File: src/rtl/demux_scheduler_if.sv
// Source-side and channel-side signals of demux_scheduler, bundled for port use.
// slave: the scheduler itself; master: whatever drives the source and sinks.
interface demux_scheduler_if #(
  parameter int WIDTH = 4
);
  logic [WIDTH-1:0] X;
  logic             x_valid;
  logic             x_ready;
  logic [3:0]       out_ready;
  logic [3:0]       out_valid;
  logic [WIDTH-1:0] A;
  logic [WIDTH-1:0] B;
  logic [WIDTH-1:0] C;
  logic [WIDTH-1:0] D;
  logic [1:0]       Sel;
  logic             Enable;
  logic [7:0]       count;

  modport slave (
    input  X, x_valid, out_ready,
    output x_ready, out_valid, A, B, C, D, Sel, Enable, count
  );

  modport master (
    output X, x_valid, out_ready,
    input  x_ready, out_valid, A, B, C, D, Sel, Enable, count
  );
endinterface

File: src/rtl/demux_scheduler.sv
// One-word-at-a-time demux that rotates captured words across channels A..D.
// Define DEMUX_SKIP_BUSY_EN to target the first ready channel from the rotation pointer.
module demux_scheduler #(
  parameter int WIDTH = 4
) (
  input  logic              clk,
  input  logic              reset,
  demux_scheduler_if.slave  bus
);

  typedef enum logic {IDLE, DELIVER} state_t;

  state_t           state_q, state_d;
  logic [1:0]       rr_q, rr_d;
  logic [1:0]       sel_q, sel_d;
  logic [WIDTH-1:0] data_q, data_d;
  logic [7:0]       count_q, count_d;
  logic [1:0]       target;

`ifdef DEMUX_SKIP_BUSY_EN
  // Scan upward from the pointer with wrap; fall back to the pointer when no sink is ready.
  always_comb begin
    logic       found;
    logic [1:0] cand;
    target = rr_q;
    found  = 1'b0;
    cand   = rr_q;
    for (int i = 0; i < 4; i++) begin
      cand = rr_q + 2'(i);
      if (!found && bus.out_ready[cand]) begin
        target = cand;
        found  = 1'b1;
      end
    end
  end
`else
  assign target = rr_q;
`endif

  always_comb begin
    state_d = state_q;
    rr_d    = rr_q;
    sel_d   = sel_q;
    data_d  = data_q;
    count_d = count_q;
    unique case (state_q)
      IDLE: begin
        if (bus.x_valid) begin
          data_d  = bus.X;
          sel_d   = target;
          state_d = DELIVER;
        end
      end
      DELIVER: begin
        if (bus.out_ready[sel_q]) begin
          count_d = count_q + 8'd1;
          rr_d    = sel_q + 2'd1;
          state_d = IDLE;
        end
      end
      default: state_d = IDLE;
    endcase
  end

  always_ff @(posedge clk or posedge reset) begin
    if (reset) begin
      state_q <= IDLE;
      rr_q    <= 2'b00;
      sel_q   <= 2'b00;
      data_q  <= '0;
      count_q <= 8'd0;
    end else begin
      state_q <= state_d;
      rr_q    <= rr_d;
      sel_q   <= sel_d;
      data_q  <= data_d;
      count_q <= count_d;
    end
  end

  // Reset also gates x_ready so nothing looks acceptable while the block is held.
  always_comb begin
    bus.x_ready   = (state_q == IDLE) && !reset;
    bus.Enable    = (state_q == DELIVER);
    bus.out_valid = 4'b0000;
    bus.A         = '0;
    bus.B         = '0;
    bus.C         = '0;
    bus.D         = '0;
    bus.Sel       = sel_q;
    bus.count     = count_q;
    if (state_q == DELIVER) begin
      bus.out_valid[sel_q] = 1'b1;
      unique case (sel_q)
        2'd0:    bus.A = data_q;
        2'd1:    bus.B = data_q;
        2'd2:    bus.C = data_q;
        default: bus.D = data_q;
      endcase
    end
  end

endmodule

File: src/flat_wrapper.sv
// flat-port wrapper written by rule: the top's interface ports become plain ports
module demux_scheduler_flat 
#(
  parameter int WIDTH = 4
)
  (clk, reset, bus_X, bus_x_valid, bus_out_ready, bus_x_ready, bus_out_valid, bus_A, bus_B, bus_C, bus_D, bus_Sel, bus_Enable, bus_count);
  demux_scheduler_if #(.WIDTH(WIDTH)) bus_i ();
  input  logic clk;
  input  logic reset;
  input wire logic [$bits(bus_i.X)-1:0] bus_X;
  input wire logic [$bits(bus_i.x_valid)-1:0] bus_x_valid;
  input wire logic [$bits(bus_i.out_ready)-1:0] bus_out_ready;
  output wire logic [$bits(bus_i.x_ready)-1:0] bus_x_ready;
  output wire logic [$bits(bus_i.out_valid)-1:0] bus_out_valid;
  output wire logic [$bits(bus_i.A)-1:0] bus_A;
  output wire logic [$bits(bus_i.B)-1:0] bus_B;
  output wire logic [$bits(bus_i.C)-1:0] bus_C;
  output wire logic [$bits(bus_i.D)-1:0] bus_D;
  output wire logic [$bits(bus_i.Sel)-1:0] bus_Sel;
  output wire logic [$bits(bus_i.Enable)-1:0] bus_Enable;
  output wire logic [$bits(bus_i.count)-1:0] bus_count;
  assign bus_i.X = bus_X;
  assign bus_i.x_valid = bus_x_valid;
  assign bus_i.out_ready = bus_out_ready;
  assign bus_x_ready = bus_i.x_ready;
  assign bus_out_valid = bus_i.out_valid;
  assign bus_A = bus_i.A;
  assign bus_B = bus_i.B;
  assign bus_C = bus_i.C;
  assign bus_D = bus_i.D;
  assign bus_Sel = bus_i.Sel;
  assign bus_Enable = bus_i.Enable;
  assign bus_count = bus_i.count;
  demux_scheduler #(.WIDTH(WIDTH)) u_core (.clk(clk), .reset(reset), .bus(bus_i));
endmodule
File: config.mk
export PLATFORM = sky130hd
export DESIGN_NAME = demux_scheduler_flat
export DESIGN_NICKNAME = d
export VERILOG_FILES = /design/src/rtl/demux_scheduler_if.sv /design/src/rtl/demux_scheduler.sv /design/src/flat_wrapper.sv
export SDC_FILE = /design/constraint.sdc
export NUM_CORES = 1
export LEC_CHECK = 0
export ABC_CLOCK_PERIOD_IN_PS = 1600
export CAP_MARGIN = 20
export CORE_ASPECT_RATIO = 1.5
export CORE_MARGIN = 2
export CORE_UTILIZATION = 40
export CTS_CLUSTER_DIAMETER = 120
export DETAILED_ROUTE_END_ITERATION = 12
export PLACE_DENSITY_LB_ADDON = 0.12
export SLEW_MARGIN = 5
export SYNTH_ARGS = -nofsm -noshare
export SYNTH_HDL_FRONTEND = slang
export SYNTH_SLANG_ARGS = --single-unit
File: constraint.sdc
create_clock -name clk -period 1.6 [get_ports clk]
set_clock_uncertainty 0.1 [all_clocks]
set_input_delay 0.24 -clock clk [delete_from_list [all_inputs] [get_ports clk]]
set_output_delay 0.24 -clock clk [all_outputs]
set_load 0.02 [all_outputs]
Yosys cells after proc, flatten, opt, wreduce, memory -nomap -nowiden
Index checks and enable logic that the tools add are counted.
Widths: inputs -> output; s select.
- register bits after elaboration: 17
- logic and storage cells: 35
- add/sub/neg operators: 2
- $lt $le $gt $ge: 2
- eq/ne operators: 2
- multiplexer cells: 16
- bitwise operators: 1
- reductions and logical operators: 7
- operator list (operator ; count):
    $mux 4 ; 9
    $add 8x1->8 const B ; 1
    $mux 1 ; 4
    $reduce_and 2->1 ; 2
    $lt 2x3->1 const B ; 1
    $reduce_or 3->1 ; 1
    $add 2x1->2 const B ; 1
    $bmux 1 s2 ; 1
    $demux 1 s2 ; 1
    $eq 2x1->1 const B ; 1
    $eq 2x2->1 const B ; 1
    $ge 2x1->1 const B ; 1
    $logic_and 1x1->1 ; 2
    $logic_not 2->1 ; 1
    $pmux 1 s2 ; 1
    $logic_not 1->1 ; 1
    $not 1->1 ; 1

Longest topological paths before layout
- word-level depth: 5
- depth in mapped cells: 5

Worst setup path before layout
No wires, ideal clock.
- path kind: reg2reg
- start point: register u_core.sel_q[0], in the netlist u_core.bus.Sel[0]
- end point: register u_core.count_q[3], in the netlist u_core.bus.count[3]
- library setup time: 129 ps
- arrival: 1280 ps
- slack: 91 ps
- stages on the path, launching flop included: 6
- period minus slack after synthesis: 1509 ps
- cell sequence: dfrtp_1 -> mux2i_1 -> o22ai_2 -> buf_6 -> nand4_4 -> xnor2_1
- cells in the longest elaborated chain, start to end: 3
- ends and longest elaborated chain (item ; line ; text):
    start: declaration ; demux_scheduler.sv:15 ; logic [1:0] sel_q, sel_d;
    start signal: assignment ; demux_scheduler.sv:75 ; sel_q <= sel_d;
    $bmux 1 s2 ; demux_scheduler.sv:55 ; if (bus.out_ready[sel_q]) begin
    $mux 1 (implied by the code) ; demux_scheduler.sv:55 ;
    $reduce_and 2->1 (no source line) ; - ;
    end signal: assignment ; demux_scheduler.sv:77 ; count_q <= count_d;
    end: declaration ; demux_scheduler.sv:17 ; logic [7:0] count_q, count_d;
Every way passes these cells. The select of a mux whose other input is x is not followed.
A chain may end at the register's enable or synchronous reset.

Worst setup path in the final report
- start point: register u_core.sel_q[0], in the netlist u_core.bus.Sel[0]
- end point: output port bus_B[3]
- cells in the longest elaborated chain, start to end: 3
- ends and longest elaborated chain (item ; line ; text):
    $eq 2x1->1 ; demux_scheduler.sv:94 ; unique case (sel_q)
    $mux 4 ; demux_scheduler.sv:94 ;
    $mux 4 ; demux_scheduler.sv:92 ; if (state_q == DELIVER) begin
    end: declaration ; flat_wrapper.sv:16 ; output wire logic [$bits(bus_i.B)-1:0] bus_B;
Every way passes these cells.

==> impl_metrics.env <==
export IMPL_status="finished with violations"
export IMPL_violations="setup timing"
export IMPL_critPathKind="register to output pin"
export IMPL_start_util_pct=42.2
export IMPL_power_leakage_nw=0.769
export IMPL_drc=0
export IMPL_rows=21
export IMPL_avgViaCountPerCell=5.10
export IMPL_fp_dieW_um=43.6
export IMPL_switching_share_pct=42.7
export IMPL_grt_max_degree=27
export IMPL_antenna_found_initial=0
export IMPL_syn_nets=103
export IMPL_fin_crit_ns=1.69
export IMPL_r2r_start="u_core.bus.Sel[0]"
export IMPL_clk_path_buf_depth=2
export IMPL_ff2ff_path_depth=5
export IMPL_cp_num_buf_inv=2
export IMPL_die_area_sq_um=2770
export IMPL_yosysUniqueCellTypes=22
export IMPL_clkPwrFrac_pct=6.7
export IMPL_vdd_drop_max_mv=1.19
export IMPL_path_max_fanout=5
export IMPL_clkTransAtPathRegs_ns=0.09
export IMPL_hold_viol_final=0
export IMPL_setup_worst_path_end_class="output pin"
export IMPL_fin_ws_ns=-0.0874
export IMPL_cp_start_kind="register"
export IMPL_crit_path_frequent_cell="buf_6"
export IMPL_fin_util_pct=72.2
export IMPL_track_usage_pct=17.1
export IMPL_hold_path_class="input pin to async pin"
export IMPL_vias=827
export IMPL_grt_pass1_vias=795
export IMPL_io_buffer_count=42
export IMPL_design_area_sq_um=1610
export IMPL_drtAntennaViolNets=0
export IMPL_relSlewSlack_pct=85.8
export IMPL_worstPathArrival_ns=1.35
export IMPL_diodes=0
export IMPL_required_ns=1.26
export IMPL_die_h_um=63.4
export IMPL_cts_tree="done"
export IMPL_hpwl_um=1730
export IMPL_yosysTopAreaCell="dfrtp_1"
export IMPL_fmaxAchievable_mhz=593
export IMPL_cts_buffers=3
export IMPL_cts_root_buf="clkbuf_4"
export IMPL_setup_viol=20
export IMPL_synth_seq_area_share_pct=45.2
export IMPL_syn_to_final_growth_pct=71.2
export IMPL_cpMaxStageDelayCell="dfrtp_2"
export IMPL_r2r_slack_ns=-0.08
export IMPL_finalCritPeriodShare_pct=105
export IMPL_p_comb_share_pct=66.6
export IMPL_ioPinCount=43
export IMPL_core_sq_um=2230
export IMPL_maxSlewViolCount=0
export IMPL_drive_gt1_share_pct=47.5
export IMPL_crit_chain="buf_6, ha_4, and3_4, buf_6"
export IMPL_netlist_area_sq_um=942
export IMPL_htreeDepth=1
export IMPL_postPlaceCellArea_sq_um=1460
export IMPL_clock_sinks=17
export IMPL_synth_top_area_share_pct=45.2
export IMPL_synth_area_leaders="dfrtp_1 45%, and3_1 12%, mux2_2 7.2%"
export IMPL_synthCells=87
export IMPL_switchingPower_mw=1.38
export IMPL_critPathMaxStageDelay_ns=0.47
export IMPL_gp_congestion=0.699
export IMPL_grt_pass1_wl_um=3620
export IMPL_rsz0062_at_grt="true"
export IMPL_num_nets_final=156
export IMPL_cap_violations=0
export IMPL_firstDrtPassIters=3
export IMPL_routed_wl_um=2270
export IMPL_p_seq_share_pct=26.7
export IMPL_syn_area_per_cell_sq_um=10.8
export IMPL_critPathTopFamily="flip-flops"
export IMPL_p_int_mw=1.85
export IMPL_yosys_warnings=0
export IMPL_tightest_slew_ns=0.213
export IMPL_clk_latency_ns=0.28
export IMPL_p_per_area_nw_per_um2=2000
export IMPL_wl_per_cell_um=14.0
export IMPL_overflow=0
export IMPL_r2r_end="u_core.rr_q[1]"
export IMPL_synth_seq_cells=17
export IMPL_drt_iter0_drc=10
## what timing repair did
action	CTS	global route
cloned	0	0
endpoints found under the hold margin	0	0
hold buffers	0	0
endpoints found under the setup margin	34	32
pin swaps	1	3
setup buffers	0	1
gates resized for setup	106	57
## metrics by stage
stage	instances	TNS, ns	power, mW	setup slack, ns	hold slack [ns]
detailed placement	157	-4.60	2.78	-0.295	0.367
CTS	161	-1.39	2.86	-0.152	0.200
floorplan	87	0	1.84	0.0906	0.0661
finish	162	-0.972	3.23	-0.0874	0.203
global route	162	-3.00	3.45	-0.150	0.198
global placement	157	-4.14	2.73	-0.259	0.360
## cells in the final DEF (no fill, tap or decap), drive strengths merged, types with 3 or more instances in the layout
cell type | Yosys | final
and2 | 5 | 5
and3 | 18 | 18
buf | 1 | 30
clkbuf | 3 | 6
clkdlybuf4s50 | 0 | 10
dfrtp | 17 | 17
dlygate4sd2 | 0 | 10
ha | 5 | 5
inv | 3 | 3
mux2 | 6 | 6
nand2 | 4 | 4
nand3 | 3 | 3
nor2 | 4 | 4
xnor2 | 6 | 6
## tightest hold or removal path, cell delays in order
cell,delay (ns)
clkdlybuf4s50_1,0.42
inv_1,0.06
buf_4,0.23
## synthesized netlist by cell type
cell type,n
a21oi_1,1
and2_1,5
and3_1,18
and4_1,1
buf_6,1
clkbuf_1,3
dfrtp_1,17
ha_1,5
inv_1,3
mux2_2,6
mux2i_1,2
nand2_1,4
nand2b_1,1
nand3_1,3
nand4_2,1
nand4_4,1
nor2_1,4
nor2b_1,1
o21ai_0,2
o22ai_2,1
xnor2_1,6
xor2_1,1
## cells by family after synthesis
family                     Yosys count  synth area share, %
and+or+nand+nor                     39                 25.9
DFF                                 17                 45.2
muxes                                8                 9.30
xor gates and xnor gates             7                 6.51
buffers and inverters                7                 3.59
adders and majority gates            5                 6.64
AOI/OAI and AO/OA                    4                 2.92
## worst max-delay path by stage
| stage | from | endpoint | slack (ns) | cells past startpoint |
|---|---|---|---|---|
| 2_1_floorplan | u_core.bus.Sel[0] | u_core.bus.count[3] | 0.09 | 5 |
| 3_3_place_gp | u_core.bus.Sel[0] | bus_A[0] | -0.26 | 4 |
| 3_5_place_dp | u_core.bus.Sel[0] | bus_C[0] | -0.30 | 4 |
| 4_1_cts | u_core.bus.Sel[0] | bus_C[0] | -0.15 | 4 |
| 5_1_grt | u_core.bus.Sel[0] | bus_C[3] | -0.15 | 4 |
| 6_report | u_core.bus.Sel[0] | bus_B[3] | -0.09 | 4 |
## flip-flops by register name, indices dropped and copies added, names as in the netlist
signal,count
u_core.bus.Sel,2
u_core.data_q,4
u_core.bus.count,8
u_core.bus.Enable,1
u_core.rr_q,2
## power groups by stage
stage               Sequential [mW]  Clock (mW)  Combinational [mW]
floorplan                     0.977           0               0.865
global placement              0.807           0                1.92
detailed placement            0.818           0                1.96
CTS                           0.817       0.228                1.81
global route                  0.890       0.255                2.30
finish                        0.861       0.217                2.15
## per-layer routing
layer	routed length [um]	GRT usage, %	vias up
met5	0	0	-
met4	19	7.95	0
met3	144	1.72	2
met2	1230	30.3	29
met1	878	19.6	390
li1	-	-	406
## area by class of cell
class,count,area (sq um)
clock buffers,4,26.3
multi-input cells,63,593
repair buffers,52,520
inverters,3,16.3
fillers,186,621
well taps,23,28.8
flip-flops and latches,17,428
Power figures use the tool's default switching activity.
